===== src/rtl/i2s_rx_deserializer.sv =====
// I2S receiver: samples sclk/lrclk/sdata in the mclk domain and emits L/R frames on valid/ready.
// Define I2S_RX_SYNC_EN to pass sclk, lrclk and sdata through two-flop synchronizers first.
module i2s_rx_deserializer #(
    parameter int DATA_W = 24,
    parameter int SLOT_W = 32
) (
    input  logic              mclk,
    input  logic              rst,
    input  logic              sclk,
    input  logic              lrclk,
    input  logic              sdata,
    output logic [DATA_W-1:0] left_o,
    output logic [DATA_W-1:0] right_o,
    output logic              valid_o,
    input  logic              ready_i,
    output logic              locked_o,
    output logic              overflow_o
);
    localparam int CNT_W = $clog2(SLOT_W + 1);
    localparam logic [CNT_W-1:0] FULL = CNT_W'(DATA_W);

    typedef enum logic {SYNC, RUN} state_t;
    state_t state, state_nx;

    logic sclk_s, lrclk_s, sdata_s;

`ifdef I2S_RX_SYNC_EN
    logic [1:0] sclk_q, lrclk_q, sdata_q;

    always_ff @(posedge mclk or posedge rst) begin
        if (rst) begin
            sclk_q  <= '0;
            lrclk_q <= '0;
            sdata_q <= '0;
        end else begin
            sclk_q  <= {sclk_q[0], sclk};
            lrclk_q <= {lrclk_q[0], lrclk};
            sdata_q <= {sdata_q[0], sdata};
        end
    end

    assign sclk_s  = sclk_q[1];
    assign lrclk_s = lrclk_q[1];
    assign sdata_s = sdata_q[1];
`else
    assign sclk_s  = sclk;
    assign lrclk_s = lrclk;
    assign sdata_s = sdata;
`endif

    logic              sclk_d;
    logic              ws_prev;
    logic              chan;
    logic [CNT_W-1:0]  bit_cnt;
    logic [DATA_W-1:0] shreg;
    logic [DATA_W-1:0] left_hold;
    logic              left_ok;

    logic              rise;
    logic              ws_chg;
    logic              take;
    logic              done;
    logic              short_slot;
    logic              emit;
    logic [CNT_W-1:0]  cnt_inc;
    logic [DATA_W-1:0] sh_nx;

    always_comb begin
        state_nx   = state;
        rise       = sclk_s & ~sclk_d;
        ws_chg     = lrclk_s ^ ws_prev;
        take       = (state == RUN) && (bit_cnt < FULL);
        cnt_inc    = bit_cnt + CNT_W'(1);
        sh_nx      = {shreg[DATA_W-2:0], sdata_s};
        done       = rise && take && (cnt_inc == FULL);
        // Slot ended on this rise without collecting a full word
        short_slot = rise && ws_chg && (state == RUN) &&
                     ((take ? cnt_inc : bit_cnt) < FULL);
        emit       = done && chan && left_ok;
        if (rise && (state == SYNC) && ws_chg)
            state_nx = RUN;
    end

    always_ff @(posedge mclk or posedge rst) begin
        if (rst)
            state <= SYNC;
        else
            state <= state_nx;
    end

    always_ff @(posedge mclk or posedge rst) begin
        if (rst) begin
            sclk_d    <= 1'b0;
            ws_prev   <= 1'b0;
            chan      <= 1'b0;
            bit_cnt   <= '0;
            shreg     <= '0;
            left_hold <= '0;
            left_ok   <= 1'b0;
            locked_o  <= 1'b0;
        end else begin
            sclk_d <= sclk_s;
            if (rise) begin
                ws_prev <= lrclk_s;
                if (take) begin
                    shreg   <= sh_nx;
                    bit_cnt <= cnt_inc;
                end
                if (done && !chan) begin
                    left_hold <= sh_nx;
                    left_ok   <= 1'b1;
                end
                if (emit || short_slot)
                    left_ok <= 1'b0;
                if (ws_chg) begin
                    chan    <= lrclk_s;
                    bit_cnt <= '0;
                end
                if ((state == SYNC) && ws_chg)
                    locked_o <= 1'b1;
            end
        end
    end

    always_ff @(posedge mclk or posedge rst) begin
        if (rst) begin
            left_o     <= '0;
            right_o    <= '0;
            valid_o    <= 1'b0;
            overflow_o <= 1'b0;
        end else if (emit && (!valid_o || ready_i)) begin
            left_o  <= left_hold;
            right_o <= sh_nx;
            valid_o <= 1'b1;
        end else begin
            if (valid_o && ready_i)
                valid_o <= 1'b0;
            // Held frame not yet taken: the new one is lost
            if (emit)
                overflow_o <= 1'b1;
        end
    end

endmodule


===== config.mk =====
export PLATFORM = sky130hd
export DESIGN_NAME = i2s_rx_deserializer
export DESIGN_NICKNAME = d
export VERILOG_FILES = /design/src/rtl/i2s_rx_deserializer.sv
export SDC_FILE = /design/constraint.sdc
export NUM_CORES = 1
export LEC_CHECK = 0
export ABC_AREA = 1
export BUFFER_PORTS_ARGS = -buffer_cell sky130_fd_sc_hd__clkbuf_2
export CAP_MARGIN = 20
export CELL_PAD_IN_SITES_DETAIL_PLACEMENT = 1
export CELL_PAD_IN_SITES_GLOBAL_PLACEMENT = 1
export CORE_ASPECT_RATIO = 0.5
export CORE_MARGIN = 10
export CORE_UTILIZATION = 47
export DETAILED_ROUTE_END_ITERATION = 12
export HOLD_SLACK_MARGIN = 0.03
export PLACE_DENSITY = 0.88
export SYNTH_ARGS = -nofsm -noshare
export SYNTH_HDL_FRONTEND = slang
export SYNTH_SLANG_ARGS = --single-unit

===== constraint.sdc =====
create_clock -name mclk -period 4.95 [get_ports mclk]
set_input_delay 0.495 -clock mclk [delete_from_list [all_inputs] [get_ports mclk]]
set_output_delay 0.495 -clock mclk [all_outputs]
set_load 0.03 [all_outputs]

After elaboration in Yosys (flattened, before gate mapping)
Index checks and enable logic that the tools add are counted.
{ "totals": {"regBits": 109, "inputBits": 6, "out_inout_bits": 51, "elab_cells": 54} }
{ "op_classes": {"addsub": 1, "n_lt_le_gt_ge": 2, "n_eq_ne": 1, "n_mux": 6, "bitwise_logic": 5, "n_reduce_logical": 26} }
{ "op_table": {"columns": ["op", "count"], "rows": [
  ["$logic_and 1x1->1", 14],
  ["$lt 6x5->1 const B", 2],
  ["$mux 6", 2],
  ["$reduce_and 2->1", 6],
  ["$add 6x1->6 const B", 1],
  ["$eq 6x5->1 const B", 1],
  ["$mux 1", 4],
  ["$reduce_bool 2->1", 2],
  ["$not 1->1", 3],
  ["$logic_not 1->1", 2],
  ["$logic_or 1x1->1", 2],
  ["$and 1x1->1", 1],
  ["$xor 1x1->1", 1]
]} }

Longest topological paths before layout
{ "logic_depth": {"depth_word": 9, "ltp_mapped": 12, "depth_no_buf": 10} }

Worst setup path after synthesis
OpenSTA, ideal clock, no wires.
{ "synth_timing": {"path_type": "reg2reg", "from": "register bit_cnt[0]", "to": "register right_o[10]", "setup_time_ns": 0.117, "t_arrival_ns": 1.538, "required_ns": 4.833, "slack_ns": 3.295, "stages_incl_launch_ff": 12, "n_path_buf": 2, "period_less_slack_ns": 1.655, "cell_sequence": "dfrtp_1 -> ha_1 -> nand2_1 -> nand2_1 -> nor2_1 -> nand2_1 -> nor2_2 -> nand4_2 -> buf_6 -> buf_6 -> nand2_2 -> nand2_1"} }
{ "synth_via": {"elab_chain_len": 7, "word_cells_on_any_way": 9, "cone_classes": "add/sub: 1; order compare: 1; eq/ne: 1; reduce/logical: 6"} }
{ "synth_lines": {"columns": ["element", "line", "text"], "rows": [
  ["start: declaration", "54", "logic [CNT_W-1:0] bit_cnt;"],
  ["start signal: assignment", "107", "bit_cnt <= cnt_inc;"],
  ["branches (longest 3 deep; another with $add 6x1->6)", null, null],
  ["$logic_and 1x1->1 (*)", "75", "done = rise && take && (cnt_inc == FULL);"],
  ["$logic_and 1x1->1 (*) (2 in a row)", "79", "emit = done && chan && left_ok;"],
  ["$logic_and 1x1->1 (*)", "131", "end else if (emit && (!valid_o || ready_i)) begin"],
  ["end signal: assignment", "133", "right_o <= sh_nx;"],
  ["end: declaration", "13", "output logic [DATA_W-1:0] right_o,"]
]} }
Mark *: on every way between the ends.
A chain may end at the register's enable or synchronous reset.

Worst setup path after layout
{ "layout_timing": {"from": "register bit_cnt[3]", "to": "register left_o[4]"} }
{ "layout_via": {"elab_chain_len": 7, "word_cells_on_any_way": 9, "cone_classes": "add/sub: 1; order compare: 1; eq/ne: 1; reduce/logical: 6"} }
{ "layout_lines": {"columns": ["element", "line", "text"], "rows": [
  ["branches (longest 3 deep; another with $add 6x1->6)", null, null],
  ["$logic_and 1x1->1 (*)", "75", null],
  ["$logic_and 1x1->1 (*) (2 in a row)", "79", null],
  ["$logic_and 1x1->1 (*)", "131", null],
  ["end signal: assignment", "132", "left_o <= left_hold;"],
  ["end: declaration", "12", "output logic [DATA_W-1:0] left_o,"]
]} }
Marks and branches as above.

==> impl_metrics.py <==
metrics = {
    "finish": {
        "final_common_cell": "nand2_1",
        "finalCoreUtilization_pct": 55.2,
        "nFillCells": 1099,
        "fin_nets": 536,
        "diodes": 0,
        "mostFrequentLayoutCells": "nand2_1 (160), dfrtp_1 (109), clkbuf_2 (56)",
        "drive_gt1_share_pct": 20.5,
        "area_delta_synth_final_pct": 14.5,
    },
    "yosys": {
        "synth_edf_count": 0,
        "ys_ff_latch": 109,
        "yosysSeqAreaShare_pct": 59.9,
        "synth_cell_types": 23,
        "yosys.area.top_type": "dfrtp_1",
        "netlist_top_cells_area": "dfrtp_1 (60%), nand2_1 (13%), nand4_1 (6.9%), o21ai_0 (3.1%), inv_1 (3.0%)",
        "syn_inst": 484,
        "synth-async-reset-ratio_pct": 100,
        "avgSynthCellArea_sq_um": 9.42,
        "yosys_warnings": 0,
        "synth-main-ff-cell": "dfrtp_1",
        "synth_top_area_share_pct": 59.9,
        "syn_area_sq_mm": 0.00456,
        "synth_nets": 492,
    },
    "die": {
        "row_count": 25,
        "fp.dieW_um": 159,
        "die_h_um": 89.6,
        "start_util_pct": 48.2,
        "dieArea_sq_mm": 0.0143,
        "coreArea_sq_mm": 0.00945,
        "io_pins": 57,
    },
    "critical_path": {
        "end_kind": "register",
        "cp_slowest_cell": "nor2_4",
        "critPathKind": "reg2reg",
        "slowest_delay_ps": 670,
        "cp_data_required_time_ps": 5240,
        "startpoint_type": "register",
        "path_cells": "nand2_1 > nand3_1 > nor2_4 > nand3_1 > nor2_4 > buf_16 > nand4_1 > nand2_1",
        "crit_fanout": 44,
        "cp_data_arrival_time_ps": 2970,
    },
    "sta": {
        "min_period_ps": 2680,
        "hold_violations": 0,
        "slew_headroom_pct": 43.2,
        "setup-tns-final_ps": 0,
        "skew_ps": 10.3,
        "period_share_pct": 54.1,
        "finalSetupViolations": 0,
        "fmax_ghz": 0.374,
        "rsz0062_at_grt": "false",
        "slew_violations": 0,
        "worst_pin_slew_ps": 850,
    },
    "clock_tree": {
        "cts_tree": "built",
        "clock_path_buffers": 2,
        "cts_made_buffers": 9,
        "clk_pin_slew_ps": 70,
        "ctsHoldBuffers": 0,
        "clk_latency_ps": 360,
        "cts_root_buf": "clkbuf_16",
        "htreeDepth": 3,
        "post_cts_buffers": 0,
        "postCtsResizedCells": 0,
        "cts_sinks": 109,
    },
    "global_routing": {
        "grt_pass1_vias": 3983,
        "grtUsageMet3_pct": 4.69,
        "grtUsageMet1_pct": 19.8,
        "grt_max_degree": 66,
        "antenna_found_initial": 0,
        "grt_use_met2_pct": 33.0,
        "gr-total-overflow": 0,
        "busiest_layer": "met2",
        "grt_pass1_wl_mm": 20.5,
        "grt_use_total_pct": 17.7,
    },
    "power_and_ir_drop": {
        "clock_power_share_pct": 37.9,
        "cellLeakagePower_nw": 2.74,
        "power_density_mw_per_mm2": 398,
        "switching_power_w": 0.000581,
        "irDropWorstVdd_mv": 0.211,
        "p_seq_share_pct": 52.3,
        "combinationalPowerShare_pct": 9.8,
        "internal_power_w": 0.00149,
        "sw_frac_of_total_pct": 28.0,
    },
    "detailed_routing": {
        "drt_wl_total_mm": 11.8,
        "drcViolationCount": 0,
        "wire_per_inst_um": 17.7,
        "drt_first_pass_iters": 4,
        "routed_via_density": 5.36,
        "vias": 3578,
        "drt_iter0_markers": 243,
        "postRouteAntennaNets": 0,
    },
    "place": {
        "gp_congestion": 0.805,
        "dp_hpwl_mm": 7.49,
        "port_buffers": 56,
    },
    "hold_path": {
        "hold_class": "in2reg",
    },
    "status": {
        "status": "finished clean",
    },
    "run": {
        "drv_cap": 0,
    },
}
[layout make-up]
cell class                 count  area [sq um]  share of cell area [%]
sequential                   109          2730                    52.3
multi-input combinational    307          1510                    28.9
timing repair buffer          61           338                    6.48
clock buffer                  10           229                    4.39
tap                          135           169                    3.24
inverter                      40           153                    2.93
clock inverter                 6          91.3                    1.75
[routing by layer]
| metal | part of all wire [%] | vias to the layer above |
|---|---|---|
| li1 | - | 1669 |
| met1 | 41 | 1822 |
| met2 | 53 | 66 |
| met3 | 3.7 | 21 |
| met4 | 2.0 | 0 |
| met5 | 0 | - |
[registers in the layout, summed over array words and instances (netlist names), 6 cells and up]
register and cells:
left_o 24, bit_cnt 6, shreg 23, right_o 24
left_hold 24
[cell families after synthesis]
group / after synthesis / synth area share [%]
DFF: 109 / 59.9
and+or+nand+nor: 251 / 25.9
xor gates and xnor gates: 1 / 0.192
buffers and inverters: 68 / 7.03
adders and majority gates: 2 / 0.549
AOI/OAI and AO/OA: 53 / 6.51
[per-stage QoR]
step	instances	total power (W)	hold WS [ps]	setup WS, ps	area [sq um]
floorplan	484	0.00122	450	1580	4560
global placement	651	0.00128	453	1920	4870
detailed placement	651	0.00130	460	1750	4870
CTS	667	0.00209	268	1940	5190
global route	668	0.00218	275	1940	5220
finish	668	0.00208	272	2270	5220
[cell usage after synthesis, types with 2 or more instances]
library cell / n
a21oi_1: 2
buf_2: 4
buf_6: 8
clkbuf_1: 16
dfrtp_1: 109
ha_1: 2
inv_1: 36
inv_2: 4
nand2_1: 160
nand2_2: 12
nand3_1: 14
nand4_1: 50
nor2_1: 6
nor2_2: 2
nor2_4: 4
o21ai_0: 28
o21ai_1: 14
o21ai_2: 7
o21bai_1: 2
[critical path: cells and delay by family, from the launching register on]
family	cells	cell delay, ps
buffers and inverters	1	240
DFF	1	430
and+or+nand+nor	7	1940
[final timing paths]
path	depth (start not counted)	to	slack (ps)	from
setup / recovery	8	left_o[4]$_DFFE_PP0P_	2270	bit_cnt[3]$_DFFE_PP0N_
hold / removal	1	sclk_d$_DFF_PP0_	270	sclk
setup reg to reg	8	left_o[4]$_DFFE_PP0P_	2270	bit_cnt[3]$_DFFE_PP0N_
hold reg to reg	2	left_o[9]$_DFFE_PP0P_	470	left_o[9]$_DFFE_PP0P_
max in group asynchronous	3	right_o[1]$_DFFE_PP0P_	3570	rst
min in group asynchronous	2	right_o[18]$_DFFE_PP0P_	280	rst
[power by group through the flow]
stage	Clock (W)	Sequential, W	Combinational, W
2_1_floorplan	0	0.00107	0.000146
3_3_place_gp	0	0.00109	0.000186
3_5_place_dp	0	0.00110	0.000206
4_1_cts	0.000795	0.00108	0.000208
5_1_grt	0.000837	0.00110	0.000241
6_report	0.000786	0.00109	0.000203
(Power assumes the default switching activity.)
